===== src/rtl/legv8_mem_pkg.sv =====
// Shared types, constants and helpers for the LEGv8 data-memory load/store path.
package legv8_mem_pkg;

   // Default number of strobe cycles tolerated without mem_ack before abort.
   localparam int TIMEOUT_CYC_DEF = 16;

   // Access size encoding carried on req_size.
   typedef enum logic [1:0] {
      SIZE_B = 2'b00,
      SIZE_H = 2'b01,
      SIZE_W = 2'b10,
      SIZE_D = 2'b11
   } lsuSize_t;

   // Load/store unit control states.
   typedef enum logic [1:0] {
      IDLE = 2'b00,
      RD   = 2'b01,
      WR   = 2'b10,
      RESP = 2'b11
   } lsuState_t;

   // Right-justified data mask for each access size, indexed by lsuSize_t.
   localparam logic [63:0] SIZE_MASK [4] = '{
      64'h0000_0000_0000_00FF,
      64'h0000_0000_0000_FFFF,
      64'h0000_0000_FFFF_FFFF,
      64'hFFFF_FFFF_FFFF_FFFF
   };

   // Data mask for an access of the given size.
   function automatic logic [63:0] sizeMask(input lsuSize_t size);
      return SIZE_MASK[size];
   endfunction

   // An access is misaligned when any address bit below its size is set.
   function automatic logic isMisaligned(input logic [2:0] offset, input lsuSize_t size);
      logic [2:0] lowMask;
      case (size)
         SIZE_B:  lowMask = 3'b000;
         SIZE_H:  lowMask = 3'b001;
         SIZE_W:  lowMask = 3'b011;
         SIZE_D:  lowMask = 3'b111;
         default: lowMask = 3'b111;
      endcase
      return |(offset & lowMask);
   endfunction

endpackage


===== src/rtl/lsu_lane_align.sv =====
// Byte-lane steering for the load/store unit: extracts and extends a load
// result from a doubleword, and merges sub-doubleword store data into the
// old doubleword for read-modify-write. Purely combinational.
module lsu_lane_align
   import legv8_mem_pkg::*;
(
   input  logic [63:0] rdata,
   input  lsuSize_t    size,
   input  logic        signExt,
   input  logic [2:0]  offset,
   input  logic [63:0] wdata,
   output logic [63:0] loadData,
   output logic [63:0] mergeData
);

   logic [5:0]  shamtS;
   logic [63:0] maskS;
   logic [63:0] laneS;
   logic [63:0] laneMaskS;
   logic        signBitS;

   // Little-endian lane extraction, sign/zero extension and store merge.
   always_comb begin
      shamtS    = {offset, 3'b000};
      maskS     = sizeMask(size);
      laneS     = (rdata >> shamtS) & maskS;

      // Top bit of the accessed field; a full doubleword never needs extension.
      case (size)
         SIZE_B:  signBitS = laneS[7];
         SIZE_H:  signBitS = laneS[15];
         SIZE_W:  signBitS = laneS[31];
         SIZE_D:  signBitS = 1'b0;
         default: signBitS = 1'b0;
      endcase

      if (signExt && signBitS) begin
         loadData = laneS | ~maskS;
      end else begin
         loadData = laneS;
      end

      laneMaskS = maskS << shamtS;
      mergeData = (rdata & ~laneMaskS) | ((wdata << shamtS) & laneMaskS);
   end

endmodule


===== src/rtl/load_store_unit.sv =====
// Initiator side of the data-memory interface. Accepts one load/store at a
// time, drives doubleword read/write strobes, performs read-modify-write for
// byte/half/word stores and reports misalignment or memory timeout.
module load_store_unit
   import legv8_mem_pkg::*;
#(
   parameter int ADDR_W      = 64,
   parameter int DATA_W      = 64,
   parameter int TIMEOUT_CYC = TIMEOUT_CYC_DEF
) (
   input  logic              clk,
   input  logic              reset,
   input  logic              req_valid,
   output logic              req_ready,
   input  logic              req_write,
   input  logic [1:0]        req_size,
   input  logic              req_signed,
   input  logic [ADDR_W-1:0] req_addr,
   input  logic [DATA_W-1:0] req_wdata,
   output logic              rsp_valid,
   output logic [DATA_W-1:0] rsp_data,
   output logic              rsp_err,
   output logic [ADDR_W-1:0] mem_addr,
   output logic [DATA_W-1:0] mem_wdata,
   output logic              mem_read,
   output logic              mem_write,
   input  logic              mem_ack,
   input  logic [DATA_W-1:0] mem_rdata
);

   // Counter holds 0..TIMEOUT_CYC-1; the last value triggers the abort.
   localparam int CNT_W = (TIMEOUT_CYC > 1) ? $clog2(TIMEOUT_CYC) : 1;
   localparam logic [CNT_W-1:0] CNT_LAST = CNT_W'(TIMEOUT_CYC - 1);

   lsuState_t         stateR;
   logic              writeR;
   lsuSize_t          sizeR;
   logic              signedR;
   logic [2:0]        offsetR;
   logic [DATA_W-1:0] wdataR;
   logic [CNT_W-1:0]  timeoutCntR;

   lsuSize_t          reqSizeS;
   logic              reqMisalignedS;
   logic [DATA_W-1:0] loadDataS;
   logic [DATA_W-1:0] mergeDataS;

   // Ready only while idle and not being reset.
   assign req_ready = (stateR == IDLE) && !reset;

   // Decode the incoming request's size and alignment.
   always_comb begin
      reqSizeS       = lsuSize_t'(req_size);
      reqMisalignedS = isMisaligned(req_addr[2:0], reqSizeS);
   end

   // Lane steering works on the raw memory read data so the result can be
   // captured on the same edge that sees mem_ack.
   lsu_lane_align uAlign (
      .rdata     (mem_rdata),
      .size      (sizeR),
      .signExt   (signedR),
      .offset    (offsetR),
      .wdata     (wdataR),
      .loadData  (loadDataS),
      .mergeData (mergeDataS)
   );

   // Control FSM with registered strobes, response and timeout counter.
   always_ff @(posedge clk) begin
      if (reset) begin
         stateR      <= IDLE;
         writeR      <= 1'b0;
         sizeR       <= SIZE_B;
         signedR     <= 1'b0;
         offsetR     <= 3'b000;
         wdataR      <= '0;
         timeoutCntR <= '0;
         mem_read    <= 1'b0;
         mem_write   <= 1'b0;
         mem_addr    <= '0;
         mem_wdata   <= '0;
         rsp_valid   <= 1'b0;
         rsp_err     <= 1'b0;
         rsp_data    <= '0;
      end else begin
         case (stateR)
            IDLE: begin
               if (req_valid && req_ready) begin
                  writeR      <= req_write;
                  sizeR       <= reqSizeS;
                  signedR     <= req_signed;
                  offsetR     <= req_addr[2:0];
                  wdataR      <= req_wdata;
                  timeoutCntR <= '0;
                  mem_addr    <= {req_addr[ADDR_W-1:3], 3'b000};
                  if (reqMisalignedS) begin
                     // Never touch memory for an illegal access.
                     stateR    <= RESP;
                     mem_wdata <= '0;
                     rsp_valid <= 1'b1;
                     rsp_err   <= 1'b1;
                     rsp_data  <= '0;
                  end else if (req_write && (reqSizeS == SIZE_D)) begin
                     stateR    <= WR;
                     mem_write <= 1'b1;
                     mem_wdata <= req_wdata;
                  end else begin
                     // Loads and partial stores both start with a read.
                     stateR    <= RD;
                     mem_read  <= 1'b1;
                     mem_wdata <= '0;
                  end
               end
            end

            RD: begin
               if (mem_ack) begin
                  mem_read    <= 1'b0;
                  timeoutCntR <= '0;
                  if (writeR) begin
                     stateR    <= WR;
                     mem_write <= 1'b1;
                     mem_wdata <= mergeDataS;
                  end else begin
                     stateR    <= RESP;
                     rsp_valid <= 1'b1;
                     rsp_err   <= 1'b0;
                     rsp_data  <= loadDataS;
                  end
               end else if (timeoutCntR == CNT_LAST) begin
                  mem_read  <= 1'b0;
                  stateR    <= RESP;
                  rsp_valid <= 1'b1;
                  rsp_err   <= 1'b1;
                  rsp_data  <= '0;
               end else begin
                  timeoutCntR <= timeoutCntR + 1'b1;
               end
            end

            WR: begin
               if (mem_ack) begin
                  mem_write <= 1'b0;
                  stateR    <= RESP;
                  rsp_valid <= 1'b1;
                  rsp_err   <= 1'b0;
                  rsp_data  <= '0;
               end else if (timeoutCntR == CNT_LAST) begin
                  mem_write <= 1'b0;
                  stateR    <= RESP;
                  rsp_valid <= 1'b1;
                  rsp_err   <= 1'b1;
                  rsp_data  <= '0;
               end else begin
                  timeoutCntR <= timeoutCntR + 1'b1;
               end
            end

            RESP: begin
               stateR    <= IDLE;
               rsp_valid <= 1'b0;
               rsp_err   <= 1'b0;
               rsp_data  <= '0;
            end

            default: begin
               stateR    <= IDLE;
               mem_read  <= 1'b0;
               mem_write <= 1'b0;
               rsp_valid <= 1'b0;
               rsp_err   <= 1'b0;
               rsp_data  <= '0;
            end
         endcase
      end
   end

endmodule

===== config.mk =====
export PLATFORM = sky130hd
export DESIGN_NAME = load_store_unit
export DESIGN_NICKNAME = d
export VERILOG_FILES = /design/src/rtl/legv8_mem_pkg.sv /design/src/rtl/lsu_lane_align.sv /design/src/rtl/load_store_unit.sv
export SDC_FILE = /design/constraint.sdc
export NUM_CORES = 1
export LEC_CHECK = 0
export CAP_MARGIN = 30
export CELL_PAD_IN_SITES_DETAIL_PLACEMENT = 0
export CELL_PAD_IN_SITES_GLOBAL_PLACEMENT = 1
export CORE_ASPECT_RATIO = 1.75
export CORE_MARGIN = 3
export CORE_UTILIZATION = 30
export DETAILED_ROUTE_END_ITERATION = 12
export PLACE_DENSITY = 0.77
export SLEW_MARGIN = 20
export SYNTH_ARGS = -nofsm -noshare
export SYNTH_HDL_FRONTEND = slang
export SYNTH_HIERARCHICAL = 1
export SYNTH_SLANG_ARGS = --single-unit

===== constraint.sdc =====
create_clock -name clk -period 2.5 [get_ports clk]
set_input_delay 0.25 -clock clk [delete_from_list [all_inputs] [get_ports clk]]
set_output_delay 0.25 -clock clk [all_outputs]
set_load 0.01 [all_outputs]

# Word level (Yosys, flattened, before mapping)
# Cells that the tools add are included.
[totals] register_bits=270 output_inout_bits=197
[classes] add_sub_neg=1 order_cmp=1 n_eq_ne=21 shifts=3 n_mux=56 bitwise_logic=9 reduce_logical=17
[op_table] cell="two-way mux 64 bit" count=14
[op_table] cell="one-hot mux 64 bit (4 select lines)" count=1
[op_table] cell="AND 64 bit" count=3
[op_table] cell="binary-select mux 64 bit (select 2 bit)" count=1
[op_table] cell="inverter 64 bit" count=2
[op_table] cell="bitwise OR 64 bit" count=2
[op_table] cell="one-hot mux 64 bit (2 select lines)" count=1
[op_table] cell="<< shifter 64 x 6 -> 64 bit" count=2
[op_table] cell="right shift 64 x 6 -> 64 bit" count=1
[op_table] cell="two-way mux 1 bit" count=21
[op_table] cell="two-way mux 4 bit" count=4
[op_table] cell="== test 2 bit, second input constant" count=6
[op_table] cell="two-way mux 2 bit" count=6
[op_table] cell="!= test 2 bit, second input constant" count=6
[op_table] cell="one-hot mux 1 bit (4 select lines)" count=3
[op_table] cell="one-hot mux 3 bit (4 select lines)" count=1
[op_table] cell="one-hot mux 4 bit (3 select lines)" count=1
[op_table] cell="!= test 3 bit, second input constant" count=3
[op_table] cell="one-hot mux 2 bit (4 select lines)" count=1
[op_table] cell="AND reduction 7 bit" count=1
[op_table] cell="== test 2 x 1 -> 1 bit, second input constant" count=3
[op_table] cell="zero test 2 bit" count=3
[op_table] cell="AND reduction 3 bit" count=2
[op_table] cell="AND reduction 5 bit" count=1
[op_table] cell="other kinds (15)" count=19

# Logic depth before layout (Yosys ltp)
[logic_depth] ltp_word=11 ltp_mapped=11 mapped_depth_nobuf=6

# By module
# Netlist, hierarchy kept.
[by_module_without_submodules] module="load_store_unit" instances=1 cells_each=1107 area_per_inst_um2=10246.1
[by_module_without_submodules] module="lsu_lane_align" instances=1 cells_each=542 area_per_inst_um2=4493.1

# Least setup slack after synthesis
# No wires, ideal clock.
[synth_path] path_kind="register to register" start="register offsetR[0]" end="register mem_wdata[29]" t_arrival_ps=2154 t_required_ps=2368 setup_slack_ps=214 path_stages_with_launch=11 path_buffers=5 cell_sequence="dfxtp_1 buf_2 buf_4 buf_4 buf_4 buf_4 mux2i_1 mux2i_1 mux2_2 a221oi_1 nor3_1"
[synth_via] elab_chain_cells=7
[synth_lines] item="start, declared" line="load_store_unit.sv:39" rtl="logic [2:0] offsetR;"
[synth_lines] item="start signal, assigned" line="load_store_unit.sv:93" rtl="offsetR <= req_addr[2:0];"
[synth_lines] item="<< shifter 64 x 6 -> 64 bit" line="lsu_lane_align.sv:43" rtl="laneMaskS = maskS << shamtS;"
[synth_lines] item="inverter 64 bit" line="lsu_lane_align.sv:44" rtl="mergeData = (rdata & ~laneMaskS) | ((wdata << shamtS) & laneMaskS);"
[synth_lines] item="AND 64 bit" line="lsu_lane_align.sv:44"
[synth_lines] item="bitwise OR 64 bit (*)" line="lsu_lane_align.sv:44"
[synth_lines] item="via mergeDataS[29]" line="load_store_unit.sv:46" rtl="logic [DATA_W-1:0] mergeDataS;"
[synth_lines] item="two-way mux 64 bit (*)" line="load_store_unit.sv:121" rtl="if (writeR) begin"
[synth_lines] item="two-way mux 64 bit (*)" line="load_store_unit.sv:118" rtl="if (mem_ack) begin"
[synth_lines] item="one-hot mux 64 bit (2 select lines) (*)" line="load_store_unit.sv:87" rtl="case (stateR)"
[synth_lines] item="end signal, assigned" line="load_store_unit.sv:107" rtl="mem_wdata <= req_wdata;"
[synth_lines] item="end signal, assigned" line="load_store_unit.sv:124" rtl="mem_wdata <= mergeDataS;"
[synth_lines] item="end, declared" line="load_store_unit.sv:24" rtl="output logic [DATA_W-1:0] mem_wdata,"
# The timed path passes the listed nets; every way through them passes the cells marked *. The select of a mux whose other input is x is not followed.
# A chain may end at the register's enable or synchronous reset.

# Worst setup path after layout
[layout_path] start="register offsetR[0]" end="register mem_wdata[42]"
# Same word-level chain as after synthesis.

==> results_dict.tcl <==
set metrics [dict create \
    holdWs_ps 42.9 \
    cts_sinks 270 \
    routed_wl_um 65200 \
    rsz0062_at_grt "no" \
    ys_ff_latch 270 \
    preCtsSetupSlack_ps -74.6 \
    power.density_nw_per_um2 908 \
    met2_wirelength_um 33100 \
    overflow 0 \
    synthArstFlopShare 0 \
    peakVddDrop_v 0.000675 \
    cts-htree-levels 1 \
    ys_seq_area_frac 0.367 \
    antenna_found_initial 7 \
    combPwrFrac 0.426 \
    clock_power_share 0.267 \
    pwr-share-seq 0.307 \
    synth_area_um2 14700 \
    ant_nets 0 \
    status "finished, final reports clean" \
    critical_path_class "reg -> reg" \
    wl_met3_um 4420 \
    synth_top_flop_cell "dfxtp_1" \
    mostFrequentLayoutCells "clkdlybuf4s50_1 (392), dfxtp_1 (268), nand2_1 (235), o21ai_0 (181), nand2b_1 (138)" \
    drc 0 \
    end_kind "flop" \
    synth_area_per_cell_um2 8.94 \
    hold_path_class "in -> reg" \
    row_count 106 \
    min_period_ps 2470 \
    dieArea_um2 51900 \
    track_usage 0.238 \
    fin_nets 2239 \
    p_sw_mw 7.09 \
    die_h_um 299 \
    maxCapViolations 0 \
    wl_met1_um 22000 \
    cp.arrival_ps 2890 \
    required_ps 2920 \
    power_switching_share 0.372 \
    fin_tns_setup_ps 0 \
    drive_gt1_frac 0.150 \
    first_iter_violations 1293 \
    hold_violations 0 \
    io_pins 397 \
    nFillCells 4694 \
    critPathLaunchType "flop" \
    relSlewSlack 0.476 \
    postLayoutCoreUtil 0.436 \
    place.port_buffers 393 \
    syn2layout_area_growth_pct 42.5 \
    seq_area_um2 5410 \
    clock-root-buffer "clkbuf_16" \
    multi_input_area_um2 8520 \
    wl_per_cell_um 24.1 \
    yosysWarnings 6 \
    clkTransAtPathRegs_ps 60 \
    slew_viol_final 0 \
    grt_max_degree 111 \
    design_area_um2 21000 \
    hpwlAfterDp_um 51400 \
    die_w_um 174 \
    max_freq_mhz 405 \
    clock_path_buffers 3 \
    coreArea_um2 48100 \
    fin_crit_sh 0.988 \
    power_leakage_nw 7.60 \
    critPathMaxFanout 37 \
    routed.top_layer "met4" \
    insertion_delay_ps 580 \
    cts_tree "built" \
    syn_inst 1649 \
    grt_pass1_wl_um 95100 \
    tightest_slew_ps 785 \
    synth_edf_count 0 \
    setup_viol 0 \
    dr.pass1.iters 6 \
    placed_area_um2 19800 \
    vias_per_cell 5.40 \
    cts_buffers 28 \
    worst_slack_ps 29.0 \
    vias 14600 \
    ys_types 65 \
    internal-power_mw 12.0 \
    start_util 0.306 \
    final_common_cell "clkdlybuf4s50_1" \
    grt_pass1_vias 14700 \
    skew_ps 19.7 \
    place_congestion 0.982 \
]
layout make-up:
class | count | share of cell area
diodes | 5 | 0.000596
clock buffers | 31 | 0.0364
clock inverters | 21 | 0.0172
inverters | 15 | 0.00268
multi-input cells | 1207 | 0.405
flip-flops and latches | 270 | 0.258
well taps | 648 | 0.0386
repair buffers | 510 | 0.241
power groups by stage:
stage	logic, mW	clock network (mW)	registers, mW
after CTS	8.08	5.21	5.84
after detailed placement	8.04	0	5.92
after global placement	7.97	0	5.90
after floorplan	4.51	0	5.84
final	8.13	5.10	5.85
after global routing	8.73	5.38	5.91
sequential cells by signal, summed over array words and instances (netlist names), 2 cells and up:
register / flops
mem_wdata: 64
rsp_data: 64
wdataR: 64
mem_addr: 61
timeoutCntR: 4
offsetR: 3
sizeR: 2
stateR: 2
kinds of logic after synthesis:
group	count (synthesis)	synth area share
AO/OA/AOI/OAI	432	0.205
adder cells (fa/ha/maj)	7	0.00594
buffers and inverters	174	0.0585
flip-flops	270	0.367
multiplexers	172	0.175
other	1	0.000254
AND/OR/NAND/NOR	593	0.189
worst max-delay path, stage by stage, from the launching register on:
cell and delay, ps:
dfxtp_4 470, buf_12 280, mux2i_1 510, o21ai_0 140, mux2_2 340, a221oi_1 450
nor3_1 90
what timing repair did:
| action | 4_1_cts | 5_1_grt |
|---|---|---|
| resized for setup | 2 | 6 |
| hold buffers | 0 | 0 |
| endpoints found under the setup margin | 2 | 13 |
| buffers inserted | 0 | 4 |
metrics by stage:
step | power [mW] | cells
3_5_place_dp | 14.0 | 2646
6_report | 19.1 | 2707
5_1_grt | 20.0 | 2707
4_1_cts | 19.1 | 2698
3_3_place_gp | 13.9 | 2646
2_1_floorplan | 10.3 | 1651
final timing paths:
kind,startpoint,end,slack (ps),depth (start not counted)
max reg2reg,offsetR[0],mem_wdata[42],30,6
min reg2reg,mem_addr[38],mem_addr[38],470,2
min,reset,mem_addr[6],40,3
max,offsetR[0],mem_wdata[42],30,6
per-layer routing:
layer	vias to the layer above	GRT usage
met1	6966	0.238
li1	6756	-
met4	0	0.176
met2	709	0.433
met3	194	0.0478
met5	-	0
synth_stat cells (3+ instances only):
library cell    n  share of area
dfxtp_1       270           0.37
nand2_1       235          0.060
o21ai_0       181          0.061
nand2b_1      138          0.059
nor2_1         99          0.025
a221oi_1       72          0.043
clkbuf_1       67          0.017
nor3_1         66          0.022
a22o_1         65          0.039
mux4_2         63          0.096
mux2i_1        62          0.042
buf_2          59          0.020
mux2_2         46          0.035
nand3_1        27         0.0092
o211ai_1       25          0.013
a21oi_1        24         0.0081
buf_4          20          0.010
inv_1          15         0.0038
a31oi_1        12         0.0051
buf_6           8         0.0061
o2bb2ai_1       8         0.0048
a211oi_1        7         0.0036
a22oi_1         7         0.0036
ha_1            7         0.0059
nor2b_1         6         0.0025
buf_1           5         0.0013
a21o_1          4         0.0020
and2_1          4         0.0017
and3_1          4         0.0017
nand4_1         3         0.0013
Note: power is estimated with default switching activity, not from simulation.
